--- src/rtl/icache_dm.sv ---
// icache_dm: direct-mapped read-only instruction cache, 32-byte lines, one line fill at a time
module icache_dm #(
  parameter int NUM_SETS_LOG2 = 4
) (
  input  logic         clk,
  input  logic         rst,
  input  logic         mem_read,
  input  logic [31:0]  mem_address,
  output logic [31:0]  mem_rdata,
  output logic         mem_resp,
  output logic         pmem_read,
  output logic [31:0]  pmem_address,
  input  logic [255:0] pmem_rdata,
  input  logic         pmem_resp
);
  localparam int SETS = 1 << NUM_SETS_LOG2;
  localparam int TW = 27 - NUM_SETS_LOG2;
  typedef enum logic {IDLE, FETCH} state_t;
  state_t state_q;
  logic [SETS-1:0] valid_q;
  logic [TW-1:0] tag_q [SETS];
  logic [255:0] line_q [SETS];
  logic [TW-1:0] ltag_q;
  logic [NUM_SETS_LOG2-1:0] lidx_q;
  logic pmem_read_q;
  logic [NUM_SETS_LOG2-1:0] idx;
  logic [TW-1:0] tag;
  logic hit;
  logic unused_ok;
  assign unused_ok = ^mem_address[1:0];
  assign idx = mem_address[4+NUM_SETS_LOG2:5];
  assign tag = mem_address[31:5+NUM_SETS_LOG2];
  assign hit = valid_q[idx] && tag_q[idx] == tag;
  assign mem_resp = state_q == IDLE && mem_read && hit;
  assign mem_rdata = line_q[idx][{mem_address[4:2], 5'b0} +: 32];
  assign pmem_read = pmem_read_q;
  assign pmem_address = {ltag_q, lidx_q, 5'b0};
  // Miss latches the line address and starts a fill; the fill completes on pmem_resp
  always_ff @(posedge clk or posedge rst) begin
    if (rst) begin
      state_q <= IDLE;
      valid_q <= '0;
      ltag_q <= '0;
      lidx_q <= '0;
      pmem_read_q <= 1'b0;
    end else if (state_q == IDLE) begin
      if (mem_read && !hit) begin
        state_q <= FETCH;
        ltag_q <= tag;
        lidx_q <= idx;
        pmem_read_q <= 1'b1;
      end
    end else if (pmem_resp) begin
      state_q <= IDLE;
      valid_q[lidx_q] <= 1'b1;
      pmem_read_q <= 1'b0;
    end
  end
  // Line and tag storage needs no reset; a reset in the fill cycle suppresses the write
  always_ff @(posedge clk) begin
    if (!rst && state_q == FETCH && pmem_resp) begin
      line_q[lidx_q] <= pmem_rdata;
      tag_q[lidx_q] <= ltag_q;
    end
  end
endmodule

--- config.mk ---
export PLATFORM = sky130hd
export DESIGN_NAME = icache_dm
export DESIGN_NICKNAME = d
export VERILOG_FILES = /design/src/rtl/icache_dm.sv
export SDC_FILE = /design/constraint.sdc
export NUM_CORES = 2
export LEC_CHECK = 0
export ABC_AREA = 0
export CAP_MARGIN = 20
export CORE_MARGIN = 2
export CORE_UTILIZATION = 63
export CTS_CLUSTER_SIZE = 25
export DETAILED_ROUTE_END_ITERATION = 6
export DONT_BUFFER_PORTS = 1
export PLACE_DENSITY = 0.78
export SETUP_SLACK_MARGIN = 0.3
export SLEW_MARGIN = 30
export SYNTH_ARGS = -nofsm -noshare
export SYNTH_HDL_FRONTEND = slang
export SYNTH_MEMORY_MAX_BITS = 65536
export SYNTH_SLANG_ARGS = --single-unit
--- constraint.sdc ---
create_clock -name clk -period 14.85 [get_ports clk]
set_clock_uncertainty 0.1 [all_clocks]
set_input_delay 3.7125 -clock clk [delete_from_list [all_inputs] [get_ports clk]]
set_output_delay 3.7125 -clock clk [all_outputs]
set_load 0.1 [all_outputs]
---- After elaboration in Yosys (flattened, before gate mapping) ----
Memory sizes are Yosys's and may differ from the RTL's.
Index checks and enable logic that the tools add are counted.
cells by class
  $add $sub $neg .......................... 0
  bitwise gates (word level) .............. 2
  order comparisons ....................... 3
  eq/ne operators ......................... 2
  div/mod/pow operators ................... 0
  muxes and demuxes ....................... 12
  reductions and logical operators ........ 13
  $mul .................................... 0
  shift operators ......................... 1
operators with widths
  kind                                                         number
  variable part select 256 x 9 -> 32 bit                       1
  == test 23 bit                                               1
  OR 16 bit                                                    1
  less-than comparator 4 x 5 -> 1 bit (second input constant)  2
  two-way mux 1 bit                                            10
  logical AND 1 bit                                            7
  AND reduction 2 bit                                          3
  binary-select mux 1 bit (select 4 bit)                       1
  demux 1 bit (select 4 bit)                                   1
  >= comparator 4 x 1 -> 1 bit (second input constant)         1
  zero test 1 bit                                              2
  != test 2 bit (second input constant)                        1
  nonzero test 2 bit                                           1
  inverter 1 bit                                               1
word-level totals
  latch bits .............................. 0
  input port bits ......................... 292
  memories kept ........................... 2
  ROM bits ................................ 0
  RAM bits ................................ 4,464
  register bits after elaboration ......... 45
memory list
  name    words  width  read ports  clocked after Yosys merged registers in  write ports  RTL line  text
  line_q  16     256    1           0                                        1            22        logic [255:0] line_q [SETS];
  tag_q   16     23     1           0                                        1            21        logic [TW-1:0] tag_q [SETS];

---- Depth between registers and ports, before layout ----
  word-level depth ........................ 7
  gate-level depth with buffers ........... 14

---- Worst setup path before layout ----
OpenSTA, ideal clock, no wires.
  path type ............................... input to register
  start point ............................. input port rst
  end point ............................... memory line_q[15][0] (enable)
  arrival time ............................ 16.651 ns
  buffers on the path ..................... 0
  data required time ...................... 13.824 ns
  library setup time ...................... 0.926 ns
  setup slack ............................. -2.827 ns
  cell stages on the path ................. 3
  path through ............................ inv_1 > nand3_1 > nor2_1
on the way
  longest elaborated chain between the ends .. 5
RTL lines
  what                                     RTL line  text
  from (decl)                              6         input logic rst,
  zero test 1 bit                          61        if (!rst && state_q == FETCH && pmem_resp) begin
  logical AND 1 bit (2 in a row)           61
  two-way mux 1 bit                        61
  two-way mux 1 bit (implied by the code)  62        line_q[lidx_q] <= pmem_rdata;
  to (decl)                                22
Every way passes these cells.

---- Worst setup path after layout ----
  start point ............................. input port mem_address[5]
  end point ............................... output port mem_rdata[23]
on the way
  longest elaborated chain between the ends .. 2
RTL lines
  what                                    RTL line  text
  from (decl)                             8         input logic [31:0] mem_address,
  memory (16 x 256 bit)                   --
  variable part select 256 x 9 -> 32 bit  35        assign mem_rdata = line_q[idx][{mem_address[4:2], 5'b0} +: 32];
  to (decl)                               9         output logic [31:0] mem_rdata,
Every way passes these cells.

==> impl_metrics.ini <==
[clocking]
cts_tree = built
clock_sink_count = 4509
cts_made_buffers = 429
number_of_resized_instances_in_the_post_cts_repair_step = 0
worst_setup_hold_path_clk_slew_ns = 0.06
htreeDepth = 5
clock_path_buffers = 4
cts_hold_buffers = 0
clockRootBuffer = sky130_fd_sc_hd__clkbuf_16
cts.repair_timing.setup_buffer_count = 0
clk_latency_ns = 0.99

[min_path]
min_from = valid_q[4]
min_path_type = reg -> reg
hold_depth = 2
worst_hold_path.endpoint = valid_q[4]

[sta]
timing.final.crit_period_ns = 12.34
setup_viol = 0
setup_repair_after_global_routing_missed_its_margin = false
period_share = 0.8310
report.final.slew_viol_count = 195
setup_tns_ns = 0
timing_hold_violations_final = 0
maxSlewHeadroom = -0.2321
maximum_frequency_from_static_timing_analysis_ghz = 0.08104
worst_pin_slew_ns = 1.848

[worst_setup_path]
timing.critical_path.arrival_ns = 8.53
critical_path.max_fanout = 80
cp.required_ns = 11.04
timing.rr.start = lidx_q[3]
critical_path_source_type = primary input
critPathKind = in -> out
worst_r2r_path_depth = 5
rr_endpoint = line_q[0][145]
crit_path_end_kind = output pin
timing.reg2reg.setup_slack_ns = 9.67

[yosys]
synth_top_area_share = 0.7805
postSynthCellCount = 6653
netlist_area_um2 = 171800
synth-edff-count = 4464
yosys_most_used_dff = sky130_fd_sc_hd__edfxtp_1
synth.yosys.seq_area_share = 0.7870
synth-async-reset-ratio = 0.009980
synth_cell_types = 59
synth_top_cell_by_area = sky130_fd_sc_hd__edfxtp_1
synth.top_cells.by_area = sky130_fd_sc_hd__edfxtp_1 78%, sky130_fd_sc_hd__mux4_2 19%, sky130_fd_sc_hd__dfrtp_1 0.66%
syn_area_per_cell_um2 = 25.82
ys_seq_elements = 4509
ys_warn_count = 0

[floorplan]
fp-row-count = 191
floorplan.initialDensity = 0.6338
num_io_pins = 358
core_um2 = 271000
die-area_um2 = 276800
die_w_um = 526.1
dieHeight_um = 526.1

[cells_and_area]
regArea_um2 = 135200
multiInputGateArea_um2 = 34930
final.fill_count = 13920
flow.area_growth_from_synthesis_pct = 11.04
final_nets = 7171
drive_above_1_share = 0.3136

[placement]
port_buffers = 0
finalWeightedCongestion = 0.7818
dp_hpwl_um = 197000

[global_route]
gr-usage-all-layers = 0.3355
overflow = 0
largest_net_degree_at_the_start_of_global_routing = 350
wire_length_of_the_first_global_routing_pass_um = 653900
antenna_violations_before_repair = 20
grt_pass1_vias = 84730

[outcome]
violations_in_the_final_reports = slew limit
run_status = finished with violations

[routing]
detailroute.via_count = 81030
vias_per_cell = 7.453
1st_pass_router_iterations = 6
ant_nets = 0
post-route-drc-count = 0
wl_per_cell_um = 42.53
number_of_drc_markers_after_the_initial_detailed_route_iteration = 14590
postRouteWirelength_um = 462400

[power_and_ir_drop]
post-layout-total-power_mw = 27.05
max-vdd-ir-drop_v = 0.0001445
leakage_nw = 58.73
power_per_cell_area_nw_per_um2 = 141.8

[job]
timing.max_cap.violations = 0
[synth_stat cells, types with 6 or more instances]
master / n
sky130_fd_sc_hd__xnor2_1: 10
sky130_fd_sc_hd__o21bai_1: 12
sky130_fd_sc_hd__dfrtp_1: 45
sky130_fd_sc_hd__a31oi_1: 6
sky130_fd_sc_hd__buf_6: 14
sky130_fd_sc_hd__mux4_2: 1417
sky130_fd_sc_hd__a21oi_1: 8
sky130_fd_sc_hd__buf_2: 123
sky130_fd_sc_hd__o21ai_0: 6
sky130_fd_sc_hd__edfxtp_1: 4464
sky130_fd_sc_hd__nand2b_1: 11
sky130_fd_sc_hd__nor2_1: 30
sky130_fd_sc_hd__xor2_1: 14
sky130_fd_sc_hd__buf_4: 42
sky130_fd_sc_hd__mux2_2: 79
sky130_fd_sc_hd__clkbuf_1: 167
sky130_fd_sc_hd__nor4_1: 8
sky130_fd_sc_hd__o22ai_1: 8
sky130_fd_sc_hd__nand2_1: 26
sky130_fd_sc_hd__nand3_1: 9
sky130_fd_sc_hd__a22oi_1: 9
sky130_fd_sc_hd__mux2i_1: 53
sky130_fd_sc_hd__inv_1: 11
[worst max-delay path by stage]
stage,startpoint,to,slack [ns],cells after the start
6_report,mem_address[5],mem_rdata[23],2.51,9
5_1_grt,mem_address[5],mem_rdata[23],2.27,9
4_1_cts,mem_address[5],mem_rdata[17],2.11,9
3_5_place_dp,mem_address[5],mem_rdata[17],2.19,9
3_3_place_gp,mem_address[5],mem_rdata[17],1.56,8
2_1_floorplan,rst,line_q[15][0],-2.83,3
[kinds of logic after synthesis]
kind of cell / count (synthesis) / share of synthesized area
mux: 1549 / 0.1941
other cells: 1 / 0.00002183
buf+inv: 365 / 0.01041
compound gates: 85 / 0.003635
simple gates: 120 / 0.003606
flops: 4509 / 0.7870
xor+xnor: 24 / 0.001224
[registers in the layout, indices dropped and copies added, names as in the netlist]
signal	count
pmem_read	1
ltag_q	23
lidx_q	4
tag_q	368
state_q	1
valid_q	16
line_q	4096
[through the flow]
stage	instances	util	instance area, um2	hold slack, ns	setup WS [ns]
after floorplan	6657	-	171800	0.3316	-2.827
after global placement	9994	0.6490	175900	0.3522	1.562
after detailed placement	10010	0.6505	176300	0.3579	2.186
after CTS	10800	0.7022	190300	0.3725	2.111
after global routing	10870	0.7037	190700	0.3971	2.266
final	10870	0.7038	190700	0.3720	2.510
[critical path, cell delays in order]
cell	delay (ns)
sky130_fd_sc_hd__buf_16	0.25
sky130_fd_sc_hd__buf_16	0.43
sky130_fd_sc_hd__buf_16	0.40
sky130_fd_sc_hd__buf_16	0.37
sky130_fd_sc_hd__buf_16	0.49
sky130_fd_sc_hd__mux4_2	0.59
sky130_fd_sc_hd__mux4_2	0.52
sky130_fd_sc_hd__mux4_2	0.75
sky130_fd_sc_hd__mux2_2	0.59
[area by class of cell]
cell class / instances / share of cell area
Inverter: 13 / 0.0002624
Clock inverter: 262 / 0.01451
Sequential cell: 4509 / 0.7088
Clock buffer: 528 / 0.05893
Timing Repair Buffer: 143 / 0.01010
Antenna cell: 64 / 0.0008397
Multi-Input combinational cell: 1783 / 0.1832
Tap cell: 3570 / 0.02342
[routing by layer]
layer / vias up / routed length [um] / global-route usage
met5: - / 63 / 0
met4: 8 / 21130 / 0.1391
met3: 1100 / 59210 / 0.08507
met2: 7263 / 230700 / 0.5383
met1: 42910 / 151300 / 0.4474
li1: 29750 / - / -
[placed cells by master (no fill, tap or decap), types with 8 or more instances in the layout]
cell type                    count
sky130_fd_sc_hd__mux2_2         79
sky130_fd_sc_hd__xor2_1         14
sky130_fd_sc_hd__inv_6          10
sky130_fd_sc_hd__clkinvlp_4     14
sky130_fd_sc_hd__clkbuf_16     431
sky130_fd_sc_hd__clkbuf_8        9
sky130_fd_sc_hd__nand3_1         9
sky130_fd_sc_hd__diode_2        64
sky130_fd_sc_hd__dfrtp_1        43
sky130_fd_sc_hd__clkinv_16      13
sky130_fd_sc_hd__o22ai_1         8
sky130_fd_sc_hd__buf_12         16
sky130_fd_sc_hd__edfxtp_1     4464
sky130_fd_sc_hd__clkinv_1       94
sky130_fd_sc_hd__bufinv_16      41
sky130_fd_sc_hd__a22oi_1         9
sky130_fd_sc_hd__nor2_4         16
sky130_fd_sc_hd__buf_4          92
sky130_fd_sc_hd__nand2b_1       11
sky130_fd_sc_hd__nor2_1         14
sky130_fd_sc_hd__o21bai_1       12
sky130_fd_sc_hd__xnor2_1        10
sky130_fd_sc_hd__clkinv_2       80
sky130_fd_sc_hd__nand2_1        26
sky130_fd_sc_hd__a21oi_1         8
sky130_fd_sc_hd__buf_16         32
sky130_fd_sc_hd__inv_1          10
sky130_fd_sc_hd__mux2i_1        53
sky130_fd_sc_hd__clkbuf_1       88
sky130_fd_sc_hd__mux4_2       1417
[report_power, final]
group / switching, mW / internal, mW
Sequential: 0.116 / 14.2
Combinational: 0.897 / 0.568
Clock: 5.09 / 6.14
Total: 6.10 / 20.9
Note: power is estimated with default switching activity, not from simulation.
